## config.mk

```make
export PLATFORM = sky130hd
export DESIGN_NAME = ddcb_delay_calibrator
export DESIGN_NICKNAME = d
export VERILOG_FILES = /design/src/rtl/ddcb_pkg.sv /design/src/rtl/ddcb_delay_calibrator_vote_acc.sv /design/src/rtl/ddcb_delay_calibrator.sv
export SDC_FILE = /design/constraint.sdc
export NUM_CORES = 1
export LEC_CHECK = 0
export BUFFER_PORTS_ARGS = -buffer_cell sky130_fd_sc_hd__buf_2
export CAP_MARGIN = 25
export CORE_ASPECT_RATIO = 1.25
export CORE_UTILIZATION = 35
export DETAILED_ROUTE_END_ITERATION = 8
export PLACE_DENSITY = 0.51
export SYNTH_ARGS = -nofsm -noshare
export SYNTH_HDL_FRONTEND = slang
export SYNTH_HIERARCHICAL = 1
export SYNTH_SLANG_ARGS = --single-unit
```

## constraint.sdc

```tcl
create_clock -name clk -period 3.8 [get_ports clk]
set_clock_uncertainty 0.15 [all_clocks]
set_input_delay 0.38 -clock clk [delete_from_list [all_inputs] [get_ports clk]]
set_output_delay 0.38 -clock clk [all_outputs]
set_load 0.01 [all_outputs]
```

## src/rtl/ddcb_pkg.sv

```systemverilog
// Shared types and helpers for the DDCB delay-line calibrator.
// Holds the FSM state encoding, the default cascade count and the code-to-thermometer mapping.
package ddcb_pkg;

  typedef enum logic [2:0] {
    IDLE    = 3'd0,
    SETTLE  = 3'd1,
    MEASURE = 3'd2,
    DECIDE  = 3'd3,
    DONE    = 3'd4
  } cal_state_t;

  localparam int DDCB_NMBR_CASCADES = 4;
  localparam int DDCB_MAX_CASCADES  = 32;

  // Bit i is set when stage i is enabled, i.e. i < code; callers truncate to their width.
  function automatic logic [DDCB_MAX_CASCADES-1:0] code2therm(input int unsigned code);
    logic [DDCB_MAX_CASCADES-1:0] therm;
    therm = '0;
    for (int unsigned i = 0; i < DDCB_MAX_CASCADES; i++) begin
      therm[i] = (i < code);
    end
    return therm;
  endfunction

endpackage

```

## src/rtl/ddcb_delay_calibrator_vote_acc.sv

```systemverilog
// Phase-detector vote accumulator: counts valid samples and late samples for one code setting.
// vote_done_o flags the cycle in which the final sample of the vote is being accepted.
module ddcb_vote_acc #(
  parameter int VOTE_SAMPLES = 8
) (
  input  logic clk,
  input  logic rst_n,
  input  logic clear_i,
  input  logic en_i,
  input  logic pd_valid_i,
  input  logic pd_late_i,
  output logic vote_done_o,
  output logic vote_late_o
);

  localparam int CW = $clog2(VOTE_SAMPLES + 1);

  logic [CW-1:0] sample_q, sample_d;
  logic [CW-1:0] late_q, late_d;
  logic          take;

  assign take = en_i & pd_valid_i;

  always_comb begin
    sample_d = sample_q;
    late_d   = late_q;
    if (clear_i) begin
      sample_d = '0;
      late_d   = '0;
    end else if (take) begin
      sample_d = sample_q + CW'(1);
      late_d   = late_q + CW'(pd_late_i);
    end
  end

  always_ff @(posedge clk or negedge rst_n) begin
    if (!rst_n) begin
      sample_q <= '0;
      late_q   <= '0;
    end else begin
      sample_q <= sample_d;
      late_q   <= late_d;
    end
  end

  // The vote is judged once all samples are in, so late_q is final by the time it is read.
  assign vote_done_o = take & (sample_q == CW'(VOTE_SAMPLES - 1));
  assign vote_late_o = (late_q > CW'(VOTE_SAMPLES / 2));

endmodule

```

## src/rtl/ddcb_delay_calibrator.sv

```systemverilog
// Delay-line calibration controller: sweeps the enabled stage count upward from zero and
// locks on the first setting whose majority phase-detector vote says the delayed edge is late.
module ddcb_delay_calibrator
  import ddcb_pkg::*;
#(
  parameter int NMBR_CASCADES = DDCB_NMBR_CASCADES,
  parameter int SETTLE_CYCLES = 4,
  parameter int VOTE_SAMPLES  = 8,
  parameter int CODE_W        = $clog2(NMBR_CASCADES + 1)
) (
  input  logic                     clk,
  input  logic                     rst_n,
  input  logic                     cal_start_i,
  input  logic                     manual_en_i,
  input  logic [CODE_W-1:0]        manual_code_i,
  input  logic                     pd_valid_i,
  input  logic                     pd_late_i,
  output logic [NMBR_CASCADES-1:0] select_o,
  output logic [CODE_W-1:0]        code_out_o,
  output logic                     cal_busy_o,
  output logic                     cal_done_o,
  output logic                     cal_lock_o,
  output logic                     cal_err_o,
  output cal_state_t               dbg_state_o
);

  localparam int SW = $clog2(SETTLE_CYCLES + 1);
  localparam logic [CODE_W-1:0] CODE_MAX = CODE_W'(NMBR_CASCADES);

  cal_state_t               state_q, state_d;
  logic [CODE_W-1:0]        code_q, code_d;
  logic [SW-1:0]            settle_q, settle_d;
  logic [NMBR_CASCADES-1:0] select_q, select_d;
  logic                     busy_q, busy_d;
  logic                     done_q, done_d;
  logic                     lock_q, lock_d;
  logic                     err_q, err_d;
  logic                     vote_clr;
  logic                     vote_en;
  logic                     vote_done;
  logic                     vote_late;
  logic [CODE_W-1:0]        manual_clamped;

  assign manual_clamped = (manual_code_i > CODE_MAX) ? CODE_MAX : manual_code_i;

  ddcb_vote_acc #(
    .VOTE_SAMPLES(VOTE_SAMPLES)
  ) u_vote_acc (
    .clk        (clk),
    .rst_n      (rst_n),
    .clear_i    (vote_clr),
    .en_i       (vote_en),
    .pd_valid_i (pd_valid_i),
    .pd_late_i  (pd_late_i),
    .vote_done_o(vote_done),
    .vote_late_o(vote_late)
  );

  always_comb begin
    state_d  = state_q;
    code_d   = code_q;
    settle_d = settle_q;
    busy_d   = busy_q;
    done_d   = done_q;
    lock_d   = lock_q;
    err_d    = err_q;
    vote_clr = 1'b0;
    vote_en  = 1'b0;

    if (manual_en_i) begin
      // Manual override wins from any state and wipes the previous calibration result.
      state_d = IDLE;
      code_d  = manual_clamped;
      busy_d  = 1'b0;
      done_d  = 1'b0;
      lock_d  = 1'b0;
      err_d   = 1'b0;
    end else begin
      case (state_q)
        IDLE, DONE: begin
          if (cal_start_i) begin
            state_d  = SETTLE;
            code_d   = '0;
            settle_d = SW'(SETTLE_CYCLES);
            vote_clr = 1'b1;
            busy_d   = 1'b1;
            done_d   = 1'b0;
            lock_d   = 1'b0;
            err_d    = 1'b0;
          end
        end
        SETTLE: begin
          settle_d = settle_q - SW'(1);
          if (settle_q == SW'(1)) begin
            state_d = MEASURE;
          end
        end
        MEASURE: begin
          vote_en = 1'b1;
          if (vote_done) begin
            state_d = DECIDE;
          end
        end
        DECIDE: begin
          vote_clr = 1'b1;
          if (vote_late) begin
            state_d = DONE;
            busy_d  = 1'b0;
            done_d  = 1'b1;
            lock_d  = 1'b1;
          end else if (code_q < CODE_MAX) begin
            state_d  = SETTLE;
            code_d   = code_q + CODE_W'(1);
            settle_d = SW'(SETTLE_CYCLES);
          end else begin
            state_d = DONE;
            busy_d  = 1'b0;
            done_d  = 1'b1;
            err_d   = 1'b1;
          end
        end
        default: begin
          state_d = IDLE;
          busy_d  = 1'b0;
        end
      endcase
    end

    // select is registered from the same next code so it moves on the same edge as code_out.
    select_d = NMBR_CASCADES'(code2therm(32'(code_d)));
  end

  always_ff @(posedge clk or negedge rst_n) begin
    if (!rst_n) begin
      state_q  <= IDLE;
      code_q   <= '0;
      settle_q <= '0;
      select_q <= '0;
      busy_q   <= 1'b0;
      done_q   <= 1'b0;
      lock_q   <= 1'b0;
      err_q    <= 1'b0;
    end else begin
      state_q  <= state_d;
      code_q   <= code_d;
      settle_q <= settle_d;
      select_q <= select_d;
      busy_q   <= busy_d;
      done_q   <= done_d;
      lock_q   <= lock_d;
      err_q    <= err_d;
    end
  end

  assign select_o    = select_q;
  assign code_out_o  = code_q;
  assign cal_busy_o  = busy_q;
  assign cal_done_o  = done_q;
  assign cal_lock_o  = lock_q;
  assign cal_err_o   = err_q;
  assign dbg_state_o = state_q;

endmodule
```

* Word-level counts from Yosys, hierarchy flattened
Cells that the tools add are included.
** Storage, ports and cells
- Bits in writable memories :: 0
- ROM bits :: 0
- Bits in latches :: 0
- Register bits :: 25
- Memories :: 0
- Logic and storage cells :: 95
** Cells by class
- Add/sub/neg operators :: 4
- Shift-type cells :: 0
- Multipliers :: 0
- Magnitude comparators :: 7
- Eq/ne operators :: 17
- Muxes and demuxes :: 42
- Bitwise logic cells :: 3
- Reduce and logical (&&, ||, !) cells :: 12
- Divide/modulo/power cells :: 0
** Operators with widths (number)
- 3-bit 2-to-1 mux :: 14
- 1-bit 2-to-1 mux :: 16
- 4-bit 2-to-1 mux :: 4
- 3-bit inequality test, second input constant :: 4
- 3-bit case mux with 4 select lines :: 1
- 3-bit AND reduction :: 4
- 3-bit case mux with 3 select lines :: 1
- 1-bit case mux with 2 select lines :: 4
- 3-bit by 1-bit == test with 1-bit output, second input constant :: 2
- 3-bit by 2-bit == test with 1-bit output, second input constant :: 2
- 1-bit by 3-bit < comparator with 1-bit output, first input constant :: 2
- 2-bit by 3-bit < comparator with 1-bit output, first input constant :: 2
- 2-bit inequality test, second input constant :: 3
- 3-bit by 2-bit inequality test with 1-bit output, second input constant :: 2
- 3-bit case mux with 2 select lines :: 1
- 3-bit nonzero test :: 2
- 5-bit AND reduction :: 1
- 4-bit by 1-bit adder with 4-bit output :: 1
- 4-bit by 1-bit adder with 4-bit output, second input constant :: 1
- 4-bit by 3-bit == test with 1-bit output, second input constant :: 1
- 4-bit by 3-bit greater-than comparator with 1-bit output, second input constant :: 1
- 4-bit by 3-bit inequality test with 1-bit output, second input constant :: 1
- 4-bit AND reduction :: 1
- 2-bit OR reduction :: 2
- other kinds (11) :: 12

* Logic depth before layout (Yosys ltp)
- Depth in word-level cells :: 8
- Gate-level depth with buffers :: 8
- Gate-level depth less buffers :: 7

* Cells and area by module
The synthesis kept the hierarchy.
** Modules (own cells, without submodules)
- ddcb_delay_calibrator :: times used 1, area each 908.4 sq um, cells each 93
- ddcb_vote_acc :: times used 1, area each 397.9 sq um, cells each 41

* Least setup slack after synthesis
No wires, ideal clock.
- Kind :: reg2reg
- From :: register state_q[0] (netlist: dbg_state_o[0])
- To :: register state_q[0] (netlist: dbg_state_o[0])
- Library setup time :: 83 ps
- Cell stages (with the launch flop) :: 9
- Required time :: 3567 ps
- Data arrival time :: 2154 ps
- Buffers on the path :: 1
- Path slack :: 1413 ps
- Cell sequence :: dfrtp_1 -> buf_4 -> nor4b_1 -> nand3_1 -> nor3b_1 -> nand3b_1 -> a21oi_1 -> nor2_1 -> o22ai_1
** On the way
- Word-level cells in the longest chain between the ends :: 7
- Elaborated cells between the ends (all ways) :: 16
- Those cells by class :: eq/ne: 7; mux: 4; bitwise: 2; reduce/logical: 3
** RTL lines
- start, declared :: RTL line ddcb_delay_calibrator.sv:30 : cal_state_t state_q, state_d;
- start signal, assigned :: RTL line ddcb_delay_calibrator.sv:144 : state_q <= state_d;
- 3-bit by 2-bit == test with 1-bit output :: RTL line ddcb_delay_calibrator.sv:79 : case (state_q)
- 1-bit 2-to-1 mux :: RTL line ddcb_delay_calibrator.sv:79
- 1-bit 2-to-1 mux :: RTL line ddcb_delay_calibrator.sv:70 : if (manual_en_i) begin
- net vote_en :: RTL line ddcb_delay_calibrator.sv:39 : logic vote_en;
- 1-bit bitwise AND :: RTL line ddcb_delay_calibrator_vote_acc.sv:22 : assign take = en_i & pd_valid_i;
- 1-bit bitwise AND :: RTL line ddcb_delay_calibrator_vote_acc.sv:47 : assign vote_done_o = take & (sample_q == CW'(VOTE_SAMPLES - 1));
- net vote_done :: RTL line ddcb_delay_calibrator.sv:40 : logic vote_done;
- 3-bit by 2-bit inequality test with 1-bit output (no source line)
- 3-bit AND reduction (no source line)
The timed path passes the listed nets, and every way through them passes these cells.
A chain may end at the register's enable or synchronous reset.

* Final worst setup path
- From :: register state_q[1] (netlist: dbg_state_o[1])
- To :: register state_q[0] (netlist: dbg_state_o[0])
Same word-level chain as after synthesis.

==> results.yml <==
outcome:
  status: "finished clean"
clock_tree:
  clk_pin_slew_ns: 0.09
  cts_setup_buffers: 0
  cts_buffers: 3
  ctsHoldBuffers: 1
  cts_tree: "built"
  cts_sinks: 24
  clkLatencyLatePin_ns: 0.26
  ctsHtreeMaxLevel: 1
  cts_resized: 0
  clockBufferDepth: 2
  cts_root_buffer: "clkbuf_8"
final_layout:
  diodes: 0
  layout.nets: 172
  areaGrowthSynthToFinish_pct: 14.1
  drive_above_1_share_pct: 21.2
placed_design:
  gp_congestion: 0.750
  dp_slack_ns: 1.66
  port_buffers: 22
  dpl.hpwl_um: 1980
routing:
  wl_met3_um: 73
  ant_nets: 0
  drtPass1Iterations: 4
  drt_iter0_markers: 65
  wl_per_cell_um: 14.2
  drc_errors: 0
  top_layer_used: "met4"
  via_per_inst: 5.26
  via_count: 1026
  totalWireLength_um: 2760
  wl_met2_um: 1300
  met1_length_um: 1370
sta:
  relSlewSlack_pct: 54.3
  min_period_over_period_pct: 55.8
  setup_viol: 0
  drv_slew: 0
  fin_crit_ns: 2.12
  max_freq_mhz: 472
  fin_ws_ns: 1.68
  hold_viol: 0
  tightest_slew_ns: 0.685
  tns_ns: 0
  rsz0062_at_grt: "false"
power_and_ir_drop:
  p_int_uw: 449
  leakage_nw: 0.729
  power.density_nw_per_um2: 436
  peakVddDrop_mv: 0.188
  clockPowerShare_pct: 26.8
  sw_frac_of_total_pct: 31.0
  p_seq_share_pct: 48.9
  power.switching_uw: 201
  power_frac_comb_pct: 24.3
  power_uw: 650
setup_path:
  cp.required_ns: 3.84
  reg2reg_depth: 8
  criticalPathCategory: "register to register"
  crit_path_end_kind: "register"
  start_kind: "register"
  worst-endpoint-arrival_ns: 2.16
  worstPathMaxFanout: 14
synthesis:
  synth_area_per_cell_um2: 9.75
  synthCells: 134
  yosys_warnings: 6
  syn_nets: 149
  yosysUniqueCellTypes: 42
  syn_area_um2: 1310
  ys_seq_area_share_pct: 46.0
  ys_ff_latch: 24
worst_hold_path:
  hold_class: "primary input to register"
  whs_path_depth: 3
job:
  cap_viol_max_count: 0
grt:
  grt_start_max_net_pins: 25
  first_global_vias: 1048
  track_usage_pct: 15.6
  antenna_found_initial: 0
  globalRouteOverflowTotal: 0
  grt_pass1_wl_um: 4970
floorplanning:
  die_h_um: 70.3
  fp.dieW_um: 56.6
  ioPinCount: 23
  core-area_um2: 3510
  start_util_pct: 37.2
  num_rows: 24
  die_area_um2: 3980
power by group through the flow:
stage	Clock [mW]	Sequential, mW	Combinational, mW
floorplan	0	0.317	0.119
global placement	0	0.322	0.154
detailed placement	0	0.323	0.159
CTS	0.181	0.318	0.160
global route	0.189	0.325	0.182
finish	0.174	0.318	0.158
placed cells by master (no fill, tap or decap), drive strengths merged, types with 2 or more instances in the layout:
cell type,count
nor3,2
dfrtp,24
nand2,8
nor3b,2
o22ai,2
ha,6
inv,10
nand2b,4
a31oi,2
nand3b,2
buf,23
nand3,9
o21ai,7
a21oi,14
a21o,2
or3,4
clkbuf,4
xor2,3
nor2,11
through the flow:
stage / cell area (um2) / instances / hold WS, ns / utilization [%]
5_1_grt: 1490 / 195 / 0.275 / 42.4
3_5_place_dp: 1430 / 190 / 0.257 / 40.6
6_report: 1490 / 195 / 0.264 / 42.4
4_1_cts: 1490 / 195 / 0.257 / 42.4
3_3_place_gp: 1430 / 190 / 0.242 / 40.6
2_1_floorplan: 1310 / 134 / -0.0656 / -
kinds of logic (layout without fill, tap and decap cells):
logic type	count (synthesis)	count (layout)	share of synthesized area, %
AO/OA/AOI/OAI	36	36	18.8
flip-flops	24	24	46.0
AND/OR/NAND/NOR	49	49	21.0
adder cells (fa/ha/maj)	6	6	5.75
XOR/XNOR	3	3	2.01
buffers and inverters	16	38	6.51
per-layer routing:
| layer | GRT usage, % | vias to the layer above |
|---|---|---|
| li1 | - | 512 |
| met1 | 22.2 | 488 |
| met2 | 24.6 | 24 |
| met3 | 1.85 | 2 |
| met4 | 4.88 | 0 |
| met5 | 0 | - |
registers in the layout, summed over array words and instances (netlist names):
register	cells
u_vote_acc/late_q	4
u_vote_acc/sample_q	4
code_out_o	3
dbg_state_o	3
select_o	3
settle_q	3
cal_busy_o	1
cal_done_o	1
cal_err_o	1
cal_lock_o	1
area by class of cell:
type | instances | area (um2)
fill | 345 | 2020
multi-input combinational | 94 | 621
sequential | 24 | 601
timing repair buffer | 24 | 128
clock buffer | 4 | 55.1
tap | 39 | 48.8
inverter | 10 | 37.5
synth_stat cells:
library cell / instances / area (um2)
o31a_1: 1 / 8.76
a22oi_1: 1 / 7.51
o21ai_1: 3 / 15.0
or3_1: 4 / 25.0
nand2b_1: 4 / 25.0
nand2_2: 1 / 6.26
buf_4: 2 / 15.0
a21o_1: 2 / 15.0
dfrtp_1: 24 / 601
o22ai_1: 2 / 12.5
o31ai_4: 1 / 21.3
buf_2: 1 / 5.00
nor2_1: 11 / 41.3
a31o_1: 1 / 8.76
o21ai_0: 4 / 20.0
a211oi_1: 1 / 7.51
o311a_4: 1 / 21.3
a2111oi_0: 1 / 8.76
and3b_1: 1 / 8.76
nor3_1: 2 / 10.0
inv_1: 10 / 37.5
ha_1: 6 / 75.1
a21oi_1: 14 / 70.1
or2b_1: 1 / 7.51
a31oi_1: 2 / 12.5
nand3_1: 9 / 45.0
nand3b_1: 1 / 7.51
nor4b_1: 1 / 8.76
nor3b_2: 1 / 12.5
nor3b_1: 1 / 7.51
nand3b_2: 1 / 11.3
a2bb2oi_1: 1 / 8.76
and3_1: 1 / 6.26
nand2_1: 7 / 26.3
clkbuf_1: 1 / 3.75
xor2_1: 3 / 26.3
nor2b_1: 1 / 6.26
buf_12: 1 / 20.0
or3b_4: 1 / 11.3
buf_1: 1 / 3.75
or4_1: 1 / 7.51
o21bai_1: 1 / 7.51
path summary, 6_finish.rpt:
check | startpoint | slack (ns) | endpoint
max in group asynchronous | rst_n | 2.65 | code_out_o[0]$_DFF_PN0_
hold / removal | pd_valid_i | 0.26 | u_vote_acc/late_q[1]$_DFFE_PN0P_
setup / recovery | dbg_state_o[1]$_DFFE_PN0P_ | 1.68 | dbg_state_o[0]$_DFFE_PN0P_
hold reg to reg | settle_q[0]$_DFFE_PN0P_ | 0.36 | settle_q[0]$_DFFE_PN0P_
setup reg to reg | dbg_state_o[1]$_DFFE_PN0P_ | 1.68 | dbg_state_o[0]$_DFFE_PN0P_
min in group asynchronous | rst_n | 0.48 | u_vote_acc/sample_q[0]$_DFFE_PN0P_
worst max-delay path, stage by stage, from the launching register on:
cell and delay [ns]:
dfrtp_1 0.61, nor4b_1 0.29, buf_4 0.20, nand3_1 0.12, nor3b_1 0.20, nand3b_1 0.10, a21oi_1 0.18, nor2_1 0.06
o22ai_1 0.13
(Power assumes the default switching activity.)
